$ cat src/rtl/serial_lane_pkg.sv
// Shared types and helpers for the serial lane arbiter: state encoding,
// derived-width functions and the frame parity helper.
package serial_lane_pkg;

  typedef enum logic [1:0] {
    IDLE  = 2'd0,
    SHIFT = 2'd1,
    GAP   = 2'd2
  } lane_state_t;

  // Widest word the parity helper accepts; narrower words are zero-extended.
  localparam int unsigned MAX_WORD = 64;

  function automatic int unsigned idx_width(input int unsigned n);
    return (n > 1) ? $clog2(n) : 1;
  endfunction

  function automatic int unsigned count_width(input int unsigned size);
    return $clog2(size + 1);
  endfunction

  function automatic logic even_parity(input logic [MAX_WORD-1:0] word);
    return ^word;
  endfunction

endpackage

$ cat src/rtl/serial_lane_arbiter_rr_arbiter.sv
// Combinational round-robin picker: first set req bit above rr_ptr, wrapping.
module rr_arbiter #(
  parameter int unsigned NUM_REQ = 4
) (
  input  logic [NUM_REQ-1:0]                                  req,
  input  logic [serial_lane_pkg::idx_width(NUM_REQ)-1:0]      rr_ptr,
  output logic [NUM_REQ-1:0]                                  grant,
  output logic [serial_lane_pkg::idx_width(NUM_REQ)-1:0]      grant_idx,
  output logic                                                any_req
);
  import serial_lane_pkg::*;

  localparam int unsigned IDX_W = idx_width(NUM_REQ);

  logic found;

  // Scan rr_ptr+1 .. rr_ptr+NUM_REQ so the last winner has lowest priority.
  always_comb begin
    grant     = '0;
    grant_idx = '0;
    found     = 1'b0;
    any_req   = |req;
    for (int unsigned off = 1; off <= NUM_REQ; off++) begin
      automatic int unsigned idx = (32'(rr_ptr) + off) % NUM_REQ;
      if (!found && req[idx]) begin
        found      = 1'b1;
        grant[idx] = 1'b1;
        grant_idx  = IDX_W'(idx);
      end
    end
  end

endmodule

$ cat src/rtl/serial_lane_arbiter.sv
// Round-robin arbiter sharing one serial lane between NUM_REQ word requesters.
// Define SERIAL_LANE_PARITY_EN to append an even-parity bit to every frame.
module serial_lane_arbiter #(
  parameter int unsigned NUM_REQ = 4,
  parameter int unsigned SIZE    = 8,
  parameter int unsigned GAP     = 1
) (
  input  logic                                              clk,
  input  logic                                              reset,
  input  logic [NUM_REQ-1:0]                                req,
  input  logic [NUM_REQ*SIZE-1:0]                           data,
  output logic [NUM_REQ-1:0]                                ack,
  output logic                                              ser_out,
  output logic                                              ser_valid,
  input  logic                                              ser_ready,
  output logic                                              ser_first,
  output logic [serial_lane_pkg::idx_width(NUM_REQ)-1:0]    grant_id,
  output logic                                              done,
  output logic                                              busy
);
  import serial_lane_pkg::*;

  localparam int unsigned IDX_W = idx_width(NUM_REQ);
  localparam int unsigned CNT_W = count_width(SIZE);
`ifdef SERIAL_LANE_PARITY_EN
  localparam int unsigned FRAME_LEN = SIZE + 1;
`else
  localparam int unsigned FRAME_LEN = SIZE;
`endif
  localparam int unsigned LAST_BIT = FRAME_LEN - 1;
  localparam int unsigned GAP_W    = (GAP > 1) ? $clog2(GAP) : 1;
  localparam int unsigned GAP_LAST = (GAP > 0) ? GAP - 1 : 0;

  lane_state_t          state, state_nxt;
  logic [SIZE-1:0]      shift_reg, shift_reg_nxt;
  logic [CNT_W-1:0]     bit_count, bit_count_nxt;
  logic [IDX_W-1:0]     rr_ptr, rr_ptr_nxt;
  logic [GAP_W-1:0]     gap_cnt, gap_cnt_nxt;
  logic [NUM_REQ-1:0]   ack_nxt;
  logic                 ser_out_nxt, ser_valid_nxt, ser_first_nxt;
  logic [IDX_W-1:0]     grant_id_nxt;
  logic                 done_nxt, busy_nxt;
`ifdef SERIAL_LANE_PARITY_EN
  logic                 parity_bit, parity_bit_nxt;
`endif

  logic [NUM_REQ-1:0]   win_grant;
  logic [IDX_W-1:0]     win_idx;
  logic                 any_req;
  logic [SIZE-1:0]      win_word;

  rr_arbiter #(
    .NUM_REQ (NUM_REQ)
  ) u_rr_arbiter (
    .req       (req),
    .rr_ptr    (rr_ptr),
    .grant     (win_grant),
    .grant_idx (win_idx),
    .any_req   (any_req)
  );

  // Word of the arbitration winner, selected by the one-hot grant.
  always_comb begin
    win_word = '0;
    for (int i = 0; i < int'(NUM_REQ); i++) begin
      if (win_grant[i]) win_word = data[i*SIZE +: SIZE];
    end
  end

  always_ff @(posedge clk or posedge reset) begin
    if (reset) begin
      state      <= serial_lane_pkg::IDLE;
      shift_reg  <= '0;
      bit_count  <= '0;
      rr_ptr     <= IDX_W'(NUM_REQ - 1);
      gap_cnt    <= '0;
      ack        <= '0;
      ser_out    <= 1'b0;
      ser_valid  <= 1'b0;
      ser_first  <= 1'b0;
      grant_id   <= '0;
      done       <= 1'b0;
      busy       <= 1'b0;
`ifdef SERIAL_LANE_PARITY_EN
      parity_bit <= 1'b0;
`endif
    end else begin
      state      <= state_nxt;
      shift_reg  <= shift_reg_nxt;
      bit_count  <= bit_count_nxt;
      rr_ptr     <= rr_ptr_nxt;
      gap_cnt    <= gap_cnt_nxt;
      ack        <= ack_nxt;
      ser_out    <= ser_out_nxt;
      ser_valid  <= ser_valid_nxt;
      ser_first  <= ser_first_nxt;
      grant_id   <= grant_id_nxt;
      done       <= done_nxt;
      busy       <= busy_nxt;
`ifdef SERIAL_LANE_PARITY_EN
      parity_bit <= parity_bit_nxt;
`endif
    end
  end

  always_comb begin
    state_nxt      = state;
    shift_reg_nxt  = shift_reg;
    bit_count_nxt  = bit_count;
    rr_ptr_nxt     = rr_ptr;
    gap_cnt_nxt    = gap_cnt;
    ack_nxt        = '0;
    ser_out_nxt    = ser_out;
    ser_valid_nxt  = ser_valid;
    ser_first_nxt  = ser_first;
    grant_id_nxt   = grant_id;
    done_nxt       = 1'b0;
    busy_nxt       = busy;
`ifdef SERIAL_LANE_PARITY_EN
    parity_bit_nxt = parity_bit;
`endif

    case (state)
      serial_lane_pkg::IDLE: begin
        if (any_req) begin
          shift_reg_nxt  = win_word;
          ack_nxt        = win_grant;
          grant_id_nxt   = win_idx;
          rr_ptr_nxt     = win_idx;
          ser_out_nxt    = win_word[SIZE-1];
          ser_valid_nxt  = 1'b1;
          ser_first_nxt  = 1'b1;
          busy_nxt       = 1'b1;
          bit_count_nxt  = '0;
          state_nxt      = serial_lane_pkg::SHIFT;
`ifdef SERIAL_LANE_PARITY_EN
          parity_bit_nxt = even_parity(MAX_WORD'(win_word));
`endif
        end
      end

      // Advance only on an accepted handshake; a stall holds everything.
      serial_lane_pkg::SHIFT: begin
        if (ser_ready) begin
          ser_first_nxt = 1'b0;
          if (bit_count == CNT_W'(LAST_BIT)) begin
            ser_valid_nxt = 1'b0;
            ser_out_nxt   = 1'b0;
            done_nxt      = 1'b1;
            bit_count_nxt = '0;
            if (GAP > 0) begin
              gap_cnt_nxt = '0;
              state_nxt   = serial_lane_pkg::GAP;
            end else begin
              busy_nxt  = 1'b0;
              state_nxt = serial_lane_pkg::IDLE;
            end
          end else begin
            shift_reg_nxt = shift_reg << 1;
            ser_out_nxt   = shift_reg_nxt[SIZE-1];
            bit_count_nxt = bit_count + CNT_W'(1);
`ifdef SERIAL_LANE_PARITY_EN
            if (bit_count == CNT_W'(SIZE - 1)) ser_out_nxt = parity_bit;
`endif
          end
        end
      end

      serial_lane_pkg::GAP: begin
        if (gap_cnt == GAP_W'(GAP_LAST)) begin
          busy_nxt  = 1'b0;
          state_nxt = serial_lane_pkg::IDLE;
        end else begin
          gap_cnt_nxt = gap_cnt + GAP_W'(1);
        end
      end

      default: state_nxt = serial_lane_pkg::IDLE;
    endcase
  end

endmodule

$ cat config.mk
export PLATFORM = sky130hd
export DESIGN_NAME = serial_lane_arbiter
export DESIGN_NICKNAME = d
export VERILOG_FILES = /design/src/rtl/serial_lane_pkg.sv /design/src/rtl/serial_lane_arbiter_rr_arbiter.sv /design/src/rtl/serial_lane_arbiter.sv
export SDC_FILE = /design/constraint.sdc
export NUM_CORES = 1
export LEC_CHECK = 0
export ABC_AREA = 0
export CAP_MARGIN = 20
export CORE_ASPECT_RATIO = 1.75
export CORE_MARGIN = 2
export CORE_UTILIZATION = 60
export DETAILED_ROUTE_END_ITERATION = 7
export DONT_BUFFER_PORTS = 1
export PLACE_DENSITY = 0.76
export SETUP_SLACK_MARGIN = 0.5
export SLEW_MARGIN = 0
export SYNTH_ARGS = -nofsm -noshare
export SYNTH_HDL_FRONTEND = slang
export SYNTH_SLANG_ARGS = --single-unit
$ cat constraint.sdc
create_clock -name clk -period 3.5 [get_ports clk]
set_input_delay 0.7 -clock clk [delete_from_list [all_inputs] [get_ports clk]]
set_output_delay 0.7 -clock clk [all_outputs]
set_load 0.03 [all_outputs]
Word level (Yosys, flattened, before mapping)
Cells that the tools add are included.
Widths: inputs -> output; s select.
{"block": "word_totals", "word_cells": 122, "output_inout_bits": 11, "in_bits": 39, "regBits": 27}
{"block": "classes", "n_addsub": 6, "reduce_logical": 22, "order_cmp": 8, "n_eq_ne": 8, "n_bitwise": 3, "mux": 63}
{"cell": "$mux 4", "count": 9}
{"cell": "$mux 8", "count": 4}
{"cell": "$mux 1", "count": 23}
{"cell": "$mux 7", "count": 3}
{"cell": "$mux 2", "count": 8}
{"cell": "$pmux 7 s2", "count": 1}
{"cell": "$lt 2x3->1 const B", "count": 4}
{"cell": "$or 4x4->4", "count": 3}
{"cell": "$reduce_and 4->1", "count": 3}
{"cell": "$ne 2x2->1 const B", "count": 5}
{"cell": "$pmux 1 s2", "count": 5}
{"cell": "$reduce_and 3->1", "count": 3}
{"cell": "$bmux 1 s2", "count": 4}
{"cell": "$demux 1 s2", "count": 4}
{"cell": "$ge 2x1->1 const B", "count": 4}
{"cell": "$pmux 4 s2", "count": 1}
{"cell": "$logic_and 1x1->1", "count": 7}
{"cell": "$pmux 2 s3", "count": 1}
{"cell": "$reduce_bool 2->1", "count": 3}
{"cell": "$add 2x1->2 const B", "count": 2}
{"cell": "$add 2x2->2 const B", "count": 2}
{"cell": "$add 4x1->4 const B", "count": 1}
{"cell": "$eq 4x3->1 const B", "count": 1}
{"cell": "$reduce_or 4->1", "count": 1}
{"cell": "other kinds (6)", "count": 8}

Longest topological paths before layout
Gate-level depths: netlist of the first run.
{"block": "logic_depth", "depth_word": 19, "depth_mapped": 12}

Modules after synthesis
A second synthesis of the first run with hierarchy kept.
{"block": "hier_totals", "cells_unflattened": 206, "hier_area_um2": 2003.2}
{"module": "serial_lane_arbiter", "area_each_um2": 1462.7, "seq_area_each_um2": 653.1, "n_inst": 1, "cells_per_inst": 136}
{"module": "rr_arbiter", "area_each_um2": 540.5, "seq_area_each_um2": 0.0, "n_inst": 1, "cells_per_inst": 70}

Worst setup path before layout of the first run
Ideal clock, no wire load.
{"block": "synth_path", "kind": "register to register", "start": "register rr_ptr[1]", "end": "register shift_reg[0]", "stages_incl_launch_ff": 13, "required_time_ns": 3.420, "path_slack_ns": 0.494, "arrival_time_ns": 2.925, "path_buffers": 4, "cell_sequence": "dfstp_2 > buf_6 > inv_1 > ha_1 > buf_6 > mux4_2 > nand2_1 > nand3_2 > a211o_1 > buf_6 > or3_1 > buf_6 > o211ai_2"}
{"block": "synth_between", "elab_chain_cells": 19, "word_cells_on_any_way": 54, "classes_between": "add/sub: 4; order compare: 8; mux: 29; bitwise: 3; reduce/logical: 10"}
{"element": "from (decl)", "line_no": "serial_lane_arbiter.sv:37", "rtl": "logic [IDX_W-1:0] rr_ptr, rr_ptr_nxt;"}
{"element": "from (signal assigned)", "line_no": "serial_lane_arbiter.sv:75", "rtl": "rr_ptr <= IDX_W'(NUM_REQ - 1);"}
{"element": "from (signal assigned)", "line_no": "serial_lane_arbiter.sv:91", "rtl": "rr_ptr <= rr_ptr_nxt;"}
{"element": "branches (longest 12 deep; another with $lt 2x3->1)"}
{"element": "$mux 4 *", "line_no": "serial_lane_arbiter_rr_arbiter.sv:25", "rtl": "if (!found && req[idx]) begin"}
{"element": "$mux 8 (3 in series)", "line_no": "serial_lane_arbiter.sv:66", "rtl": "if (win_grant[i]) win_word = data[i*SIZE +: SIZE];"}
{"element": "$mux 8 *", "line_no": "serial_lane_arbiter.sv:66"}
{"element": "$mux 7 *", "line_no": "serial_lane_arbiter.sv:125", "rtl": "if (any_req) begin"}
{"element": "$pmux 7 s2 *", "line_no": "serial_lane_arbiter.sv:123", "rtl": "case (state)"}
{"element": "to (signal assigned)", "line_no": "serial_lane_arbiter.sv:89", "rtl": "shift_reg <= shift_reg_nxt;"}
{"element": "to (decl)", "line_no": "serial_lane_arbiter.sv:35", "rtl": "logic [SIZE-1:0] shift_reg, shift_reg_nxt;"}
Mark *: on every way between the ends. The select of a mux whose other input is x is not followed.
A chain may end at the register's enable or synchronous reset.

Worst setup path in the final report of the first run
{"block": "layout_path", "start": "register rr_ptr[1]", "end": "register ser_out"}
{"block": "layout_between", "elab_chain_cells": 19, "word_cells_on_any_way": 54, "classes_between": "add/sub: 4; order compare: 8; mux: 29; bitwise: 3; reduce/logical: 10"}
{"element": "branches (longest 12 deep; another with $lt 2x3->1)"}
{"element": "$mux 4 *", "line_no": "serial_lane_arbiter_rr_arbiter.sv:25"}
{"element": "$mux 8 (3 in series)", "line_no": "serial_lane_arbiter.sv:66"}
{"element": "$mux 8 *", "line_no": "serial_lane_arbiter.sv:66"}
{"element": "$mux 1 *", "line_no": "serial_lane_arbiter.sv:125"}
{"element": "$pmux 1 s2 *", "line_no": "serial_lane_arbiter.sv:123"}
{"element": "to (signal assigned)", "line_no": "serial_lane_arbiter.sv:94", "rtl": "ser_out <= ser_out_nxt;"}
{"element": "to (decl)", "line_no": "serial_lane_arbiter.sv:13", "rtl": "output logic ser_out,"}
Marked as above.

==> impl_metrics.toml, run 1 <==
[run_status]
outcome = "finished, final reports clean"

[power]
ir_drop_mv = 0.565
leakage_nw = 0.952
p_per_area_nw_per_um2 = 925

[finish]
syn2layout_area_growth_pct = 4.60
fin_nets = 265
layout-drive-gt1-share_pct = 22.2
instances_no_fill = 261
largest_reg_flops = 7
antenna_cells = 0

[timing]
drv_slew = 0
finalHoldViolCount = 0
setup_tns_ps = 0
setup-violations-final = 0
worstMarginPinSlew_ps = 962
fin_skew_ps = 8.03
timing.fmax_mhz = 351
rsz0062_at_grt = "no"
period_needed_ps = 2850
period_share_pct = 81.5
relSlewSlack_pct = 35.8

[die]
rows = 28
die_h_um = 82.2
io_pins = 50
die_w_um = 48.7
coreArea_um2 = 3360
initial_core_util_pct = 62.3
dieArea_um2 = 4000

[place]
gp_congestion = 0.943
io_buffers = 0
dp_hpwl_mm = 4.37
dp.cells = 254

[clock_network]
clkTransAtPathRegs_ps = 90
cts_max_level = 1
clock_latency_ps = 270
cts_buffers = 3
cts_max_path_buffers = 2
clockRootBuffer = "clkbuf_8"
cts_tree = "yes"
ctsHoldBuffers = 0
cts_sinks = 26

[yosys]
yosysMostFrequentCell = "dfrtp_1"
async_flop_share_pct = 100
yosys.cell_types.count = 66
synth_enable_flop_cells = 0
synth_common_cells = "24 x dfrtp_1, 19 x a31oi_1, 16 x inv_1"
yosysSeqAreaShare_pct = 31.2
synth_nets = 268
synth_ff_type = "dfrtp_1"
synth_cells = 220
yosys-top-cells-area = "dfrtp_1 29%, a31oi_1 5.7%, ha_1 5.4%"
netlist_area_um2 = 2100
yosysTopAreaCell = "dfrtp_1"
synth-seq-cells = 26
yosysWarnings = 0
synth_top_area_share_pct = 28.7
synth_area_per_cell_um2 = 9.53

[global_routing]
first_global_vias = 1785
grt_pass1_wl_mm = 8.71
grt_usage_pct = 28.1
grt_max_degree = 27
antenna_found_initial = 0
globalRouteOverflowTotal = 0

[worst_setup_path]
endpoint_kind = "flip-flop"
r2r_start = "rr_ptr[1]"
worst_ep_arrival_time_ps = 3000
crit_fanout = 9
path_class = "flip-flop to flip-flop"
rrSetupSlack_ps = 650
reg2reg_to = "ser_out"
worst_setup_path_start_kind = "flip-flop"
r2r_cells = 9
cp.required_ps = 3640

[run]
max_cap_violations = 0

[drt]
vias_per_cell = 6.96
drt-pass1-iter-count = 4
drtIter0Drc = 96
drc = 0
wl_per_cell_um = 21.0
antenna_left = 0
vias = 1816
drt-total-wl_mm = 5.49

[hold_path]
min_delay_path_depth = 1
holdCritPathClass = "flip-flop to flip-flop"
whs_endpoint = "busy"
hp-start = "state[1]"
## where the power goes
| part | internal, mW | switching [mW] |
|---|---|---|
| registers | 0.406 | 0.137 |
| clock network | 0.153 | 0.0944 |
| logic | 0.505 | 0.732 |
| total | 1.06 | 0.963 |
## what timing repair did
| item | 4_1_cts | 5_1_grt |
|---|---|---|
| setup buffers | 2 | 0 |
| endpoints found under the setup margin | 8 | 8 |
| resized for setup | 2 | 5 |
## worst max-delay path by stage
| stage | from | endpoint | slack (ps) | cells past startpoint |
|---|---|---|---|---|
| finish | rr_ptr[1] | ser_out | 650 | 9 |
| global route | rr_ptr[1] | ser_out | 510 | 9 |
| CTS | rr_ptr[1] | ser_out | 510 | 9 |
| detailed placement | rr_ptr[1] | shift_reg[5] | 150 | 8 |
| global placement | rr_ptr[1] | shift_reg[6] | 270 | 8 |
| floorplan | rr_ptr[1] | shift_reg[0] | 540 | 12 |
## kinds of logic (layout without fill, tap and decap cells)
| group | after synthesis | after routing | synth area share [%] |
|---|---|---|---|
| flops | 26 | 26 | 31.2 |
| mux | 11 | 11 | 6.27 |
| simple gates | 70 | 70 | 19.3 |
| buf+inv | 32 | 28 | 8.96 |
| compound gates | 72 | 72 | 28.9 |
| fa+ha+maj | 9 | 9 | 5.37 |
## critical path, stage by stage, from the launching register on
cell and delay [ps]:
dfstp_2 550, inv_2 70, ha_4 350, mux4_2 560, nand2_1 110, nand3_2 110
a211o_2 400, buf_4 180, a221oi_1 280, o41ai_2 120
## cells in the final DEF, fill, tap and decap left out, types with 3 or more instances in the layout
cell type / count
dfrtp_1: 24
a31oi_1: 19
inv_1: 15
nand2_1: 14
nor2_1: 13
nand4_1: 10
ha_1: 8
o21ai_0: 7
mux2i_1: 6
a22o_1: 6
o211ai_2: 6
buf_4: 6
nand3_1: 5
nor3_1: 4
a21oi_1: 3
and3_1: 3
mux2_2: 3
a221oi_1: 3
clkbuf_8: 3
## metrics by stage
step	instance area [µm²]	hold WS (ps)	power (mW)	utilization [%]	setup slack [ps]
floorplan	2100	479	1.52	-	539
global placement	2060	499	1.66	61.2	266
detailed placement	2060	501	1.69	61.2	154
global route	2190	557	2.17	65.2	510
finish	2190	512	2.03	65.2	649
CTS	2150	511	1.96	64.0	509
## area by class of cell
class | instances | area (µm²)
Clock buffer | 3 | 41.3
Clock inverter | 1 | 30.0
Fill cell | 300 | 1170
Inverter | 17 | 63.8
Multi-Input combinational cell | 162 | 1290
Sequential cell | 26 | 653
Tap cell | 45 | 56.3
Timing Repair Buffer | 7 | 56.3
## routing by layer
metal / wire length [µm] / vias up / global-route usage (%)
met5: 0 / - / 0
met4: 193 / 0 / 14.6
met3: 257 / 18 / 3.60
met2: 3070 / 71 / 54.7
met1: 1970 / 884 / 29.1
li1: - / 843 / -
(Power assumes the default switching activity.)
==> inputs of run 2 (changes only) <==
Clock period 3.5 ns to 2.9 ns, I/O delays scaled along.
==> run 2 against run 1 <==
Effect of this change:
- count of clock-buffer cells in the layout did not move
- via count rose by 4.5%
- register-to-register slack got worse by 440 ps
- first-iteration DRC count fell by 19%
- final area rose by 8.0%
- global-route usage rose by 1.3 points
- largest cell class unchanged
- combinational power rose by 40%
- largest power group unchanged
- final cell count rose by 3.1%
- utilization rose by 5.2 points
==> impl_metrics.toml, run 2 (synthesized netlist as in run 1, its figures left out) <==
[run_status]
outcome = "finished, final reports clean"

[timing]
worstMarginPinSlew_ps = 788
relSlewSlack_pct = 47.4
drv_slew = 0
fin_hold_ws_ps = 63.0
fin_skew_ps = 2.60
timing.fmax_mhz = 371
finalHoldViolCount = 0
setup-violations-final = 0
period_needed_ps = 2690
setup_tns_ps = 0
period_share_pct = 92.9
rsz0062_at_grt = "yes"

[finish]
layout-drive-gt1-share_pct = 28.1
multi_input_area_um2 = 1370
antenna_cells = 0
mostFrequentLayoutCells = "24 x dfrtp_1, 16 x a31oi_1, 15 x inv_1"
num-fill-cells = 278
syn2layout_area_growth_pct = 13.0
fin_nets = 273
largest_reg_flops = 7
seqCellArea_um2 = 653
layout_commonest_cell = "dfrtp_1"

[drt]
vias_per_cell = 7.05
drt-pass1-iter-count = 4
drt-total-wl_mm = 5.76
drc = 0
antenna_left = 0
vias = 1897
wl_per_cell_um = 21.4
drtIter0Drc = 78

[worst_setup_path]
cp-startpoint = "rr_ptr[1]"
endpoint_kind = "flip-flop"
cp.required_ps = 3050
crit_fanout = 7
worst_ep_arrival_time_ps = 2840
worst_setup_path_start_kind = "flip-flop"
path_class = "flip-flop to flip-flop"
r2r_start = "rr_ptr[1]"

[clock_network]
clockRootBuffer = "clkbuf_8"
cts_buffers = 3
cts_max_path_buffers = 2
clkTransAtPathRegs_ps = 90
cts_max_level = 1
clock_latency_ps = 280
cts_sinks = 26
ctsHoldBuffers = 0
cts_tree = "yes"

[global_routing]
first_global_vias = 1866
globalRouteOverflowTotal = 0
grt_max_degree = 27
grt_usage_pct = 29.4
grt_pass1_wl_mm = 8.96
antenna_found_initial = 0

[die]
die_w_um = 48.7
rows = 28
initial_core_util_pct = 62.3
dieArea_um2 = 4000
io_pins = 50
die_h_um = 82.2
coreArea_um2 = 3360

[power]
leakage_nw = 1.02
p_per_area_nw_per_um2 = 1140
ir_drop_mv = 0.717

[place]
gp_congestion = 1.00
dp_hpwl_mm = 4.29
io_buffers = 0

[run]
max_cap_violations = 0

[hold_path]
holdCritPathClass = "input port to asynchronous set/reset pin"
[run 2: per-layer routing]
layer | share of wire, % | vias to the layer above | track usage, %
li1 | - | 854 | -
met1 | 34 | 936 | 30.0
met2 | 57 | 88 | 56.2
met3 | 4.7 | 19 | 2.70
met4 | 3.7 | 0 | 20.6
met5 | 0 | - | 0
[run 2: per-stage QoR]
stage	setup slack (ps)	instances	utilization [%]	instance area, µm²	power, mW
6_report	207	269	70.4	2370	2.71
5_1_grt	111	269	70.4	2370	2.86
4_1_cts	249	267	68.6	2310	2.61
3_5_place_dp	154	257	62.6	2110	2.11
3_3_place_gp	245	257	62.6	2110	2.04
2_1_floorplan	26.7	220	-	2130	1.88
[run 2: area by class of cell]
| cell class | count | area share [%] |
|---|---|---|
| Clock buffer | 3 | 1.74 |
| Clock inverter | 1 | 1.27 |
| Inverter | 17 | 2.91 |
| Multi-Input combinational cell | 162 | 58.0 |
| Sequential cell | 26 | 27.6 |
| Tap cell | 45 | 2.38 |
| Timing Repair Buffer | 15 | 6.08 |
[run 2: worst paths after layout]
check	endpoint	slack, ps	depth (start not counted)
worst min-delay path	ser_valid	60	1
worst max-delay path	shift_reg[1]	210	8
worst min register to register	bit_count[3]	530	2
min in group clk	shift_reg[2]	450	2
worst max register to register	shift_reg[1]	210	8
max in group asynchronous	rr_ptr[1]	2410	2
[run 2: critical path, cell delays in order (launching register included)]
cell and delay [ps]:
dfstp_2 580, inv_6 40, ha_4 330, mux4_2 570, nand2_2 110, nand3_4 90
a211o_1 300, a2111oi_2 390, a22oi_1 150
[run 2: what timing repair did]
item,CTS,global route
setup buffers,6,1
gates resized for setup,20,4
endpoints found under the setup margin,13,12
pin swaps,6,2
[run 2: report_power, final]
group	switching, mW	internal (mW)
Combinational	0.995	0.742
Clock	0.121	0.185
Sequential	0.172	0.490
Total	1.29	1.42
==> inputs of run 3 (changes only) <==
Settings changed: PLACE_DENSITY 0.76 to 0.74.
==> run 3 against run 2 <==
Effect of this change:
- global-route usage shrank 1.2 points
- fmax increased by 0.18%
- combinational power barely moved
- largest power group unchanged
==> impl_metrics.toml, run 3 (synthesized netlist as in run 1, its figures left out) <==
[power]
intPower_mw = 1.35
pwr-share-seq_pct = 25.1
p_clk_share_pct = 8.1
leakage_nw = 1.00
power_mw = 2.65
switching_share_pct = 49.1
ir_drop_mv = 0.811
p_comb_share_pct = 66.8
p_per_area_nw_per_um2 = 1130
switchingPower_mw = 1.30

[worst_setup_path]
reg2reg_to = "shift_reg[4]"
crit_chain = "inv_2, ha_4, buf_6, mux2i_4, and4bb_2, o21a_4, a211o_1, or3_4, o211ai_2"
endpoint_kind = "flip-flop"
r2r_cells = 9
worst_setup_path_start_kind = "flip-flop"
crit_fanout = 7
cp-startpoint = "rr_ptr[0]"
max_stage_delay_ps = 550
cp.required_ps = 3100
worst_ep_arrival_time_ps = 2890
rrSetupSlack_ps = 210
path_class = "flip-flop to flip-flop"
crit_end = "shift_reg[4]"
r2r_start = "rr_ptr[0]"
crit_slowest_cell = "dfstp_2"

[clock_network]
cts_buffers = 3
cts_tree = "yes"
clkTransAtPathRegs_ps = 90
clock_latency_ps = 270
clockRootBuffer = "clkbuf_8"
ctsHoldBuffers = 0
cts_max_level = 1
cts_sinks = 26
cts_max_path_buffers = 2

[finish]
instances_no_fill = 268
layout_commonest_cell = "dfrtp_1"
fin_nets = 272
layout-drive-gt1-share_pct = 28.7
antenna_cells = 0
mostFrequentLayoutCells = "24 x dfrtp_1, 17 x a31oi_1, 15 x inv_1"
largest_reg_flops = 7
num-fill-cells = 283
final_area_um2 = 2340
syn2layout_area_growth_pct = 11.6

[drt]
vias_per_cell = 7.01
drc = 0
drtIter0Drc = 94
vias = 1879
antenna_left = 0
drt-pass1-iter-count = 6
drt-total-wl_mm = 5.85
wl_per_cell_um = 21.8

[place]
dp.cells = 257
gp_congestion = 1.01
dpl-instance-area_um2 = 2110
dp_hpwl_mm = 4.27
io_buffers = 0

[timing]
fin_skew_ps = 6.70
finalHoldViolCount = 0
rsz0062_at_grt = "yes"
relSlewSlack_pct = 33.6
setup-violations-final = 0
timing.fmax_mhz = 372
setup_tns_ps = 0
worstMarginPinSlew_ps = 995
period_share_pct = 92.7
drv_slew = 0
period_needed_ps = 2690
fin_hold_ws_ps = 426

[die]
io_pins = 50
dieArea_um2 = 4000
coreArea_um2 = 3360
die_h_um = 82.2
rows = 28
die_w_um = 48.7
initial_core_util_pct = 62.3

[run]
max_cap_violations = 0

[global_routing]
first_global_vias = 1880
antenna_found_initial = 0
globalRouteOverflowTotal = 0
grt_usage_pct = 28.2
grt_max_degree = 27
grt_pass1_wl_mm = 8.76

[run_status]
outcome = "finished, final reports clean"

[hold_path]
holdCritPathClass = "input port to asynchronous set/reset pin"
[run 3: changes by cell type in the layout (fill, tap and decap cells not counted), sizes merged]
cell	delta
clkbuf	+1
buf	-1
bufinv	-1
[run 3: worst max-delay path, delay by kind of cell (launching register included)]
family,cells,cell delay [ps]
compound gates,3,740
simple gates,2,680
fa+ha+maj,1,270
flops,1,550
mux,1,190
buf+inv,2,180
[run 3: per-stage QoR]
step | utilization (%) | setup slack [ps]
after global placement | 62.6 | 236
final | 69.5 | 212
after detailed placement | 62.6 | 98.1
after CTS | 67.1 | 246
after floorplan | - | 26.7
after global routing | 69.5 | 124
[run 3: worst min path at each step]
| stage | slack [ps] | end | from |
|---|---|---|---|
| after floorplan | 480 | shift_reg[0] | shift_reg[0] |
| after global placement | 500 | busy | state[1] |
| after detailed placement | 510 | shift_reg[0] | shift_reg[0] |
| after CTS | 460 | state[0] | reset |
| after global routing | 460 | shift_reg[2] | data[26] |
| final | 430 | state[0] | reset |
[run 3: cell type report]
cell class	instances	area [µm²]	area share [%]
Tap cell	45	56.3	2.41
Sequential cell	26	653	27.9
Timing Repair Buffer	14	113	4.82
Multi-Input combinational cell	162	1400	60.0
Inverter	17	68.8	2.94
Clock buffer	4	45.0	1.93
[run 3: power groups by stage]
stage	Sequential, mW	Clock [mW]	Combinational [mW]
CTS	0.662	0.214	1.62
floorplan	0.648	0	1.23
global route	0.677	0.232	1.92
finish	0.664	0.214	1.77
detailed placement	0.669	0	1.43
global placement	0.661	0	1.37
[run 3: timing repair]
| item | CTS | global route |
|---|---|---|
| resized for setup | 13 | 12 |
| setup buffers | 6 | 1 |
| pin swaps | 12 | 9 |
| endpoints found under the setup margin | 12 | 12 |
[run 3: metal layers]
metal / track usage (%) / up-vias / share of wire (%)
met2: 56.0 / 76 / 58
met1: 28.0 / 931 / 35
li1: - / 852 / -
met4: 16.3 / 0 / 3.3
met3: 2.88 / 20 / 4.0
met5: 0 / - / 0
